### src/rtl/interrupt_priority_controller.sv
// Prioritised, nesting interrupt controller feeding the 6502 IRQB input.
// Eight register slots on a small CPU bus. Line 0 has the highest priority.
// Reading VECTOR acknowledges the best request. Writing EOI retires the
// current in-service level.
module interrupt_priority_controller #(
    parameter int unsigned NUM_IRQ    = 8,
    parameter logic [7:0]  RESET_MASK = 8'h00
) (
    input  logic               clk,
    input  logic               reset,
    input  logic [7:0]         i_data,
    output logic [7:0]         o_data,
    input  logic               cs,
    input  logic               rwb,
    input  logic [2:0]         addr,
    input  logic [NUM_IRQ-1:0] irqb_in,
    output logic               irqb_master
);

    localparam logic [7:0] VALID     = 8'((9'd1 << NUM_IRQ) - 9'd1);
    localparam logic [2:0] A_PEND    = 3'd0;
    localparam logic [2:0] A_MASK    = 3'd1;
    localparam logic [2:0] A_EDGE    = 3'd2;
    localparam logic [2:0] A_ISR     = 3'd3;
    localparam logic [2:0] A_VECTOR  = 3'd4;
    localparam logic [2:0] A_EOI     = 3'd5;
    localparam logic [2:0] A_CTRL    = 3'd6;

    logic [NUM_IRQ-1:0] s1, s2, s3;
    logic               cs_q;
    logic [7:0]         pend, mask, edge_mode, isr;
    logic               ctrl_en;

    logic [7:0] pend_n, mask_n, edge_mode_n, isr_n, o_data_n;
    logic       ctrl_en_n, irqb_master_n;

    logic [7:0] low_now, new_edge, req, rd_val, w1c, ack_bit, eoi_bit;
    logic [2:0] best;
    logic [3:0] cur;
    logic       active, first, wr_first, ack, eoi;

    // Line state after synchronisation: current low level and fresh falling edges
    always_comb begin
        low_now  = VALID & ~8'(s2);
        new_edge = low_now & 8'(s3);
    end

    // Priority resolution: best enabled request against current service level
    always_comb begin
        req  = pend & mask;
        best = 3'd0;
        for (int i = 7; i >= 0; i--) begin
            if (req[i]) best = 3'(i);
        end
        cur = 4'(NUM_IRQ);
        for (int i = 7; i >= 0; i--) begin
            if (isr[i]) cur = 4'(i);
        end
        active = ctrl_en && (req != 8'h00) && ({1'b0, best} < cur);
    end

    // Read data mux; VECTOR returns 0x80 when nothing can be acknowledged
    always_comb begin
        rd_val = 8'h00;
        case (addr)
            A_PEND:   rd_val = pend;
            A_MASK:   rd_val = mask;
            A_EDGE:   rd_val = edge_mode;
            A_ISR:    rd_val = isr;
            A_VECTOR: rd_val = active ? {5'b0, best} : 8'h80;
            A_CTRL:   rd_val = {7'b0, ctrl_en};
            default:  rd_val = 8'h00;
        endcase
    end

    // Next-state: bus side effects act only on the first cycle of an access
    always_comb begin
        first    = cs & ~cs_q;
        wr_first = first & ~rwb;
        ack      = first & rwb & (addr == A_VECTOR) & active;
        eoi      = wr_first & (addr == A_EOI) & (isr != 8'h00);
        w1c      = (wr_first && addr == A_PEND) ? (i_data & edge_mode) : 8'h00;
        ack_bit  = ack ? (8'd1 << best) : 8'h00;
        eoi_bit  = eoi ? (8'd1 << cur[2:0]) : 8'h00;

        // Edge lines latch and clear, a new edge beats a clear; level lines follow the pin
        pend_n = VALID & ((edge_mode & ((pend & ~(w1c | ack_bit)) | new_edge))
                        | (~edge_mode & low_now));
        isr_n  = (isr | ack_bit) & ~eoi_bit;

        mask_n      = mask;
        edge_mode_n = edge_mode;
        ctrl_en_n   = ctrl_en;
        if (wr_first) begin
            case (addr)
                A_MASK:  mask_n      = i_data & VALID;
                A_EDGE:  edge_mode_n = i_data & VALID;
                A_CTRL:  ctrl_en_n   = i_data[0];
                default: ;
            endcase
        end

        o_data_n      = (cs && rwb) ? rd_val : o_data;
        irqb_master_n = ~active;
    end

    // State registers with synchronous reset; synchroniser idles high
    always_ff @(posedge clk) begin
        if (reset) begin
            s1          <= '1;
            s2          <= '1;
            s3          <= '1;
            cs_q        <= 1'b0;
            pend        <= 8'h00;
            mask        <= RESET_MASK & VALID;
            edge_mode   <= 8'h00;
            isr         <= 8'h00;
            ctrl_en     <= 1'b0;
            o_data      <= 8'h00;
            irqb_master <= 1'b1;
        end else begin
            s1          <= irqb_in;
            s2          <= s1;
            s3          <= s2;
            cs_q        <= cs;
            pend        <= pend_n;
            mask        <= mask_n;
            edge_mode   <= edge_mode_n;
            isr         <= isr_n;
            ctrl_en     <= ctrl_en_n;
            o_data      <= o_data_n;
            irqb_master <= irqb_master_n;
        end
    end

endmodule

### config.mk
export PLATFORM = sky130hd
export DESIGN_NAME = interrupt_priority_controller
export DESIGN_NICKNAME = d
export VERILOG_FILES = /design/src/rtl/interrupt_priority_controller.sv
export SDC_FILE = /design/constraint.sdc
export NUM_CORES = 1
export LEC_CHECK = 0
export BUFFER_PORTS_ARGS = -buffer_cell sky130_fd_sc_hd__buf_2
export CAP_MARGIN = 10
export CORE_UTILIZATION = 40
export DETAILED_ROUTE_END_ITERATION = 8
export HOLD_SLACK_MARGIN = 0.05
export PLACE_DENSITY = 0.69
export SYNTH_ARGS = -nofsm -noshare
export SYNTH_HDL_FRONTEND = slang
export SYNTH_SLANG_ARGS = --single-unit
### constraint.sdc
create_clock -name clk -period 2.95 [get_ports clk]
set_input_delay 0.4425 -clock clk [delete_from_list [all_inputs] [get_ports clk]]
set_output_delay 0.4425 -clock clk [all_outputs]
set_load 0.05 [all_outputs]
==> flow_summary_export.csv <==
group,metric,value,unit
synthesis,synth_edf_count,0,
synthesis,yosys.cell_count.top_type,"dfxtp_1",
worst_setup_path,cp_capture_type,"register",
clocking,cts_repair_resize_count,0,
clocking,cts_hold_repair.buffers,0,
clocking,cts_root_buffer,"clkbuf_8",
finish,nets,364,
synthesis,syn-instance-count,303,
power_and_ir_drop,combPwrFrac,5.4,%
min_path,hold_path.startpoint,"irqb_in[3]",
route,remaining_drc_errors,0,
finish,syn_to_final_growth,16.8,%
finish,filler_cell_count,706,
floorplan,die_height,88.1,um
clocking,clock_sink_count,67,
floorplan,core_area,7210,um2
power_and_ir_drop,power_per_cell_area,547,nW/um2
floorplan,rows,31,
power_and_ir_drop,sequential_power_share,49.4,%
clocking,number_of_post_cts_setup_repair_buffers,0,
route,antenna_left,0,
global_route,grt.total_usage,19.6,%
global_route,via_count_of_the_first_global_routing_pass,2256,
floorplan,design.die.area,7770,um2
power_and_ir_drop,clock_power_share,45.3,%
min_path,hold_class,"in2reg",
route,drt_wl_total,6.81,mm
run,drv.max_cap_violation_count,0,
synthesis,synth_area,2970,um2
clocking,clk_latency,350,ps
sta,worst_case_headroom_to_the_max_slew_limit,55.5,%
worst_setup_path,worstReg2RegEnd,"isr[5]",
power_and_ir_drop,power_switching,427,uW
floorplan,die_width,88.1,um
clocking,cts_tree,"done",
route,detailedRoute.firstPassIterationCount,5,
sta,timing.final.max_slew_violations,0,
synthesis,synthDominantCellAreaShare,45.2,%
sta,rsz_0062_raised_after_global_routing,"no",
placed_design,place.gp.congestion,0.891,
worst_setup_path,worst_r2r_startpoint,"pend[4]",
floorplan,io_pins,32,
worst_setup_path,timing.setup.critical_path_class,"reg2reg",
route,average_via_count_per_standard_cell,5.29,
placed_design,port_buffers,31,
synthesis,synth_seq_cells,67,
sta,finalSetupTns,0,ps
worst_setup_path,ff2ff_setup_slack,480,ps
worst_setup_path,timing.critical_path.fanout_max,8,
sta,hold_ws,272,ps
min_path,hold_path_depth,2,
synthesis,synth.yosys.warnings,0,
finish,multiInputGateArea,1550,um2
finish,layout_cell_share_with_drive_strength_beyond_1,27.9,%
worst_setup_path,r2r_cells,8,
floorplan,initial_utilization,41.1,%
worst_setup_path,worst-endpoint-arrival,2730,ps
sta,fin_skew,9.17,ps
synthesis,synthesis.nets,328,
clocking,clkTransAtPathRegs,80,ps
synthesis,syn-mean-instance-area,9.79,um2
route,vias,2344,
clocking,htree_num_levels,3,
power_and_ir_drop,p_leak,0.00134,uW
synthesis,yosys-top-cells-area,"dfxtp_1 45%, mux2i_1 5.7%, mux4_2 5.3%",
sta,max_clock_freq,404,MHz
synthesis,synth.yosys.seq_area_share,45.2,%
placed_design,place.detailed.hpwl,5.09,mm
worst_setup_path,crit_required,3200,ps
global_route,grt_pass1_wl,11.1,mm
power_and_ir_drop,swShare,22.5,%
sta,report.final.setup_viol,0,
finish,seqCellArea,1340,um2
power_and_ir_drop,internal_power,1470,uW
sta,final.min_clock_period,2470,ps
global_route,grt_antenna_before_repair,0,
synthesis,synth_area_leader_cell,"dfxtp_1",
clocking,cts_buffer_depth,2,
route,post_drt_wl_per_cell,15.4,um
clocking,tritoncts.num_buffers,9,
worst_setup_path,worstSetupStartpoint,"pend[4]",
power_and_ir_drop,max-vdd-ir-drop,0.000351,V
sta,max_slew.worst_pin.slew,666,ps
synthesis,most_common_flop_cell_mapped_by_yosys,"dfxtp_1",
route,drt_iter0_drc,145,
synthesis,yosysUniqueCellTypes,50,
sta,timing.final.crit_share,83.9,%
outcome,run_status,"finished clean",
finish,num_antenna_cells,0,
global_route,largest_net_degree_at_the_start_of_global_routing,29,
synthesis,commonest_cells_post_synth,"67 x dfxtp_1, 32 x nor2_1, 25 x nand2_1, 24 x or2_2, 17 x mux2i_1",
worst_setup_path,setup.worst_path.start_class,"register",
synthesis,synthArstFlopShare,0,%
sta,hold_viol_final,0,
min_path,timing.hold.worst_endpoint,"s1[3]",
global_route,grt_remaining_overflow,0,
## metal layers
metal / vias up / global-route usage [%] / share of wire (%)
li1: 1161 / - / -
met1: 1119 / 25.8 / 50
met2: 58 / 30.4 / 45
met3: 6 / 4.81 / 4.2
met4: 0 / 8.80 / 1.2
met5: - / 0 / 0
## stage by stage
stage | instances | total power [uW] | area [um2] | utilization, % | setup WS, ps
2_1_floorplan | 303 | 1020 | 2970 | - | 778
6_report | 443 | 1890 | 3470 | 48.0 | 476
5_1_grt | 443 | 1960 | 3470 | 48.0 | 257
3_5_place_dp | 427 | 1060 | 3240 | 44.9 | 505
4_1_cts | 443 | 1910 | 3470 | 48.0 | 483
3_3_place_gp | 427 | 1060 | 3240 | 44.9 | 605
## kinds of logic after synthesis
logic type	synth area share [%]
AOI/OAI and AO/OA	15.1
adders and majority gates	0.843
buffers and inverters	2.49
DFF	45.2
muxes	11.9
and+or+nand+nor	24.5
## power by group through the flow
stage	clock, uW	combinational [uW]	sequential (uW)
2_1_floorplan	0	56.9	963
3_3_place_gp	0	101	956
3_5_place_dp	0	102	956
4_1_cts	877	102	935
5_1_grt	911	112	938
6_report	857	101	935
## cells in the final DEF, fill, tap and decap left out, types with 3 or more instances in the layout
cell type / n
a211oi_1: 8
a21oi_1: 4
a22oi_1: 9
a311oi_1: 3
and3_1: 4
buf_2: 31
buf_4: 5
clkbuf_8: 10
dfxtp_1: 67
inv_1: 8
mux2i_1: 17
mux4_2: 7
nand2_1: 25
nand2b_1: 3
nand3_1: 5
nand4_1: 3
nor2_1: 32
nor2b_1: 13
nor3_1: 6
o21ai_0: 7
o2bb2ai_1: 6
or2_2: 24
## registers in the layout, indices dropped and copies added, names as in the netlist
name and count:
edge_mode 8, cs_q 1, irqb_master 1, ctrl_en 1
pend 8, s1 8, mask 8, o_data 8
s3 8, isr 8, s2 8
## area by class of cell
cell class,instances,area share [%]
well taps,99,3.57
clock inverters,6,2.53
multi-input cells,217,44.8
inverters,8,0.866
clock buffers,10,3.97
repair buffers,36,5.56
flip-flops and latches,67,38.7
## worst max-delay path: stages, from the launching register on
cell	delay, ps
dfxtp_1	340
a22oi_1	290
nand2b_1	110
a21boi_2	350
ha_1	300
o221a_2	310
nor3b_1	270
nand2_1	140
a221oi_1	280
## worst max path at each step
stage | endpoint | slack (ps) | cells after the start
2_1_floorplan | isr[5] | 780 | 8
3_5_place_dp | isr[5] | 510 | 8
3_3_place_gp | isr[5] | 600 | 8
6_report | isr[5] | 480 | 8
5_1_grt | isr[5] | 260 | 8
4_1_cts | isr[5] | 480 | 8
No activity file was read; power rests on OpenSTA's default activity.
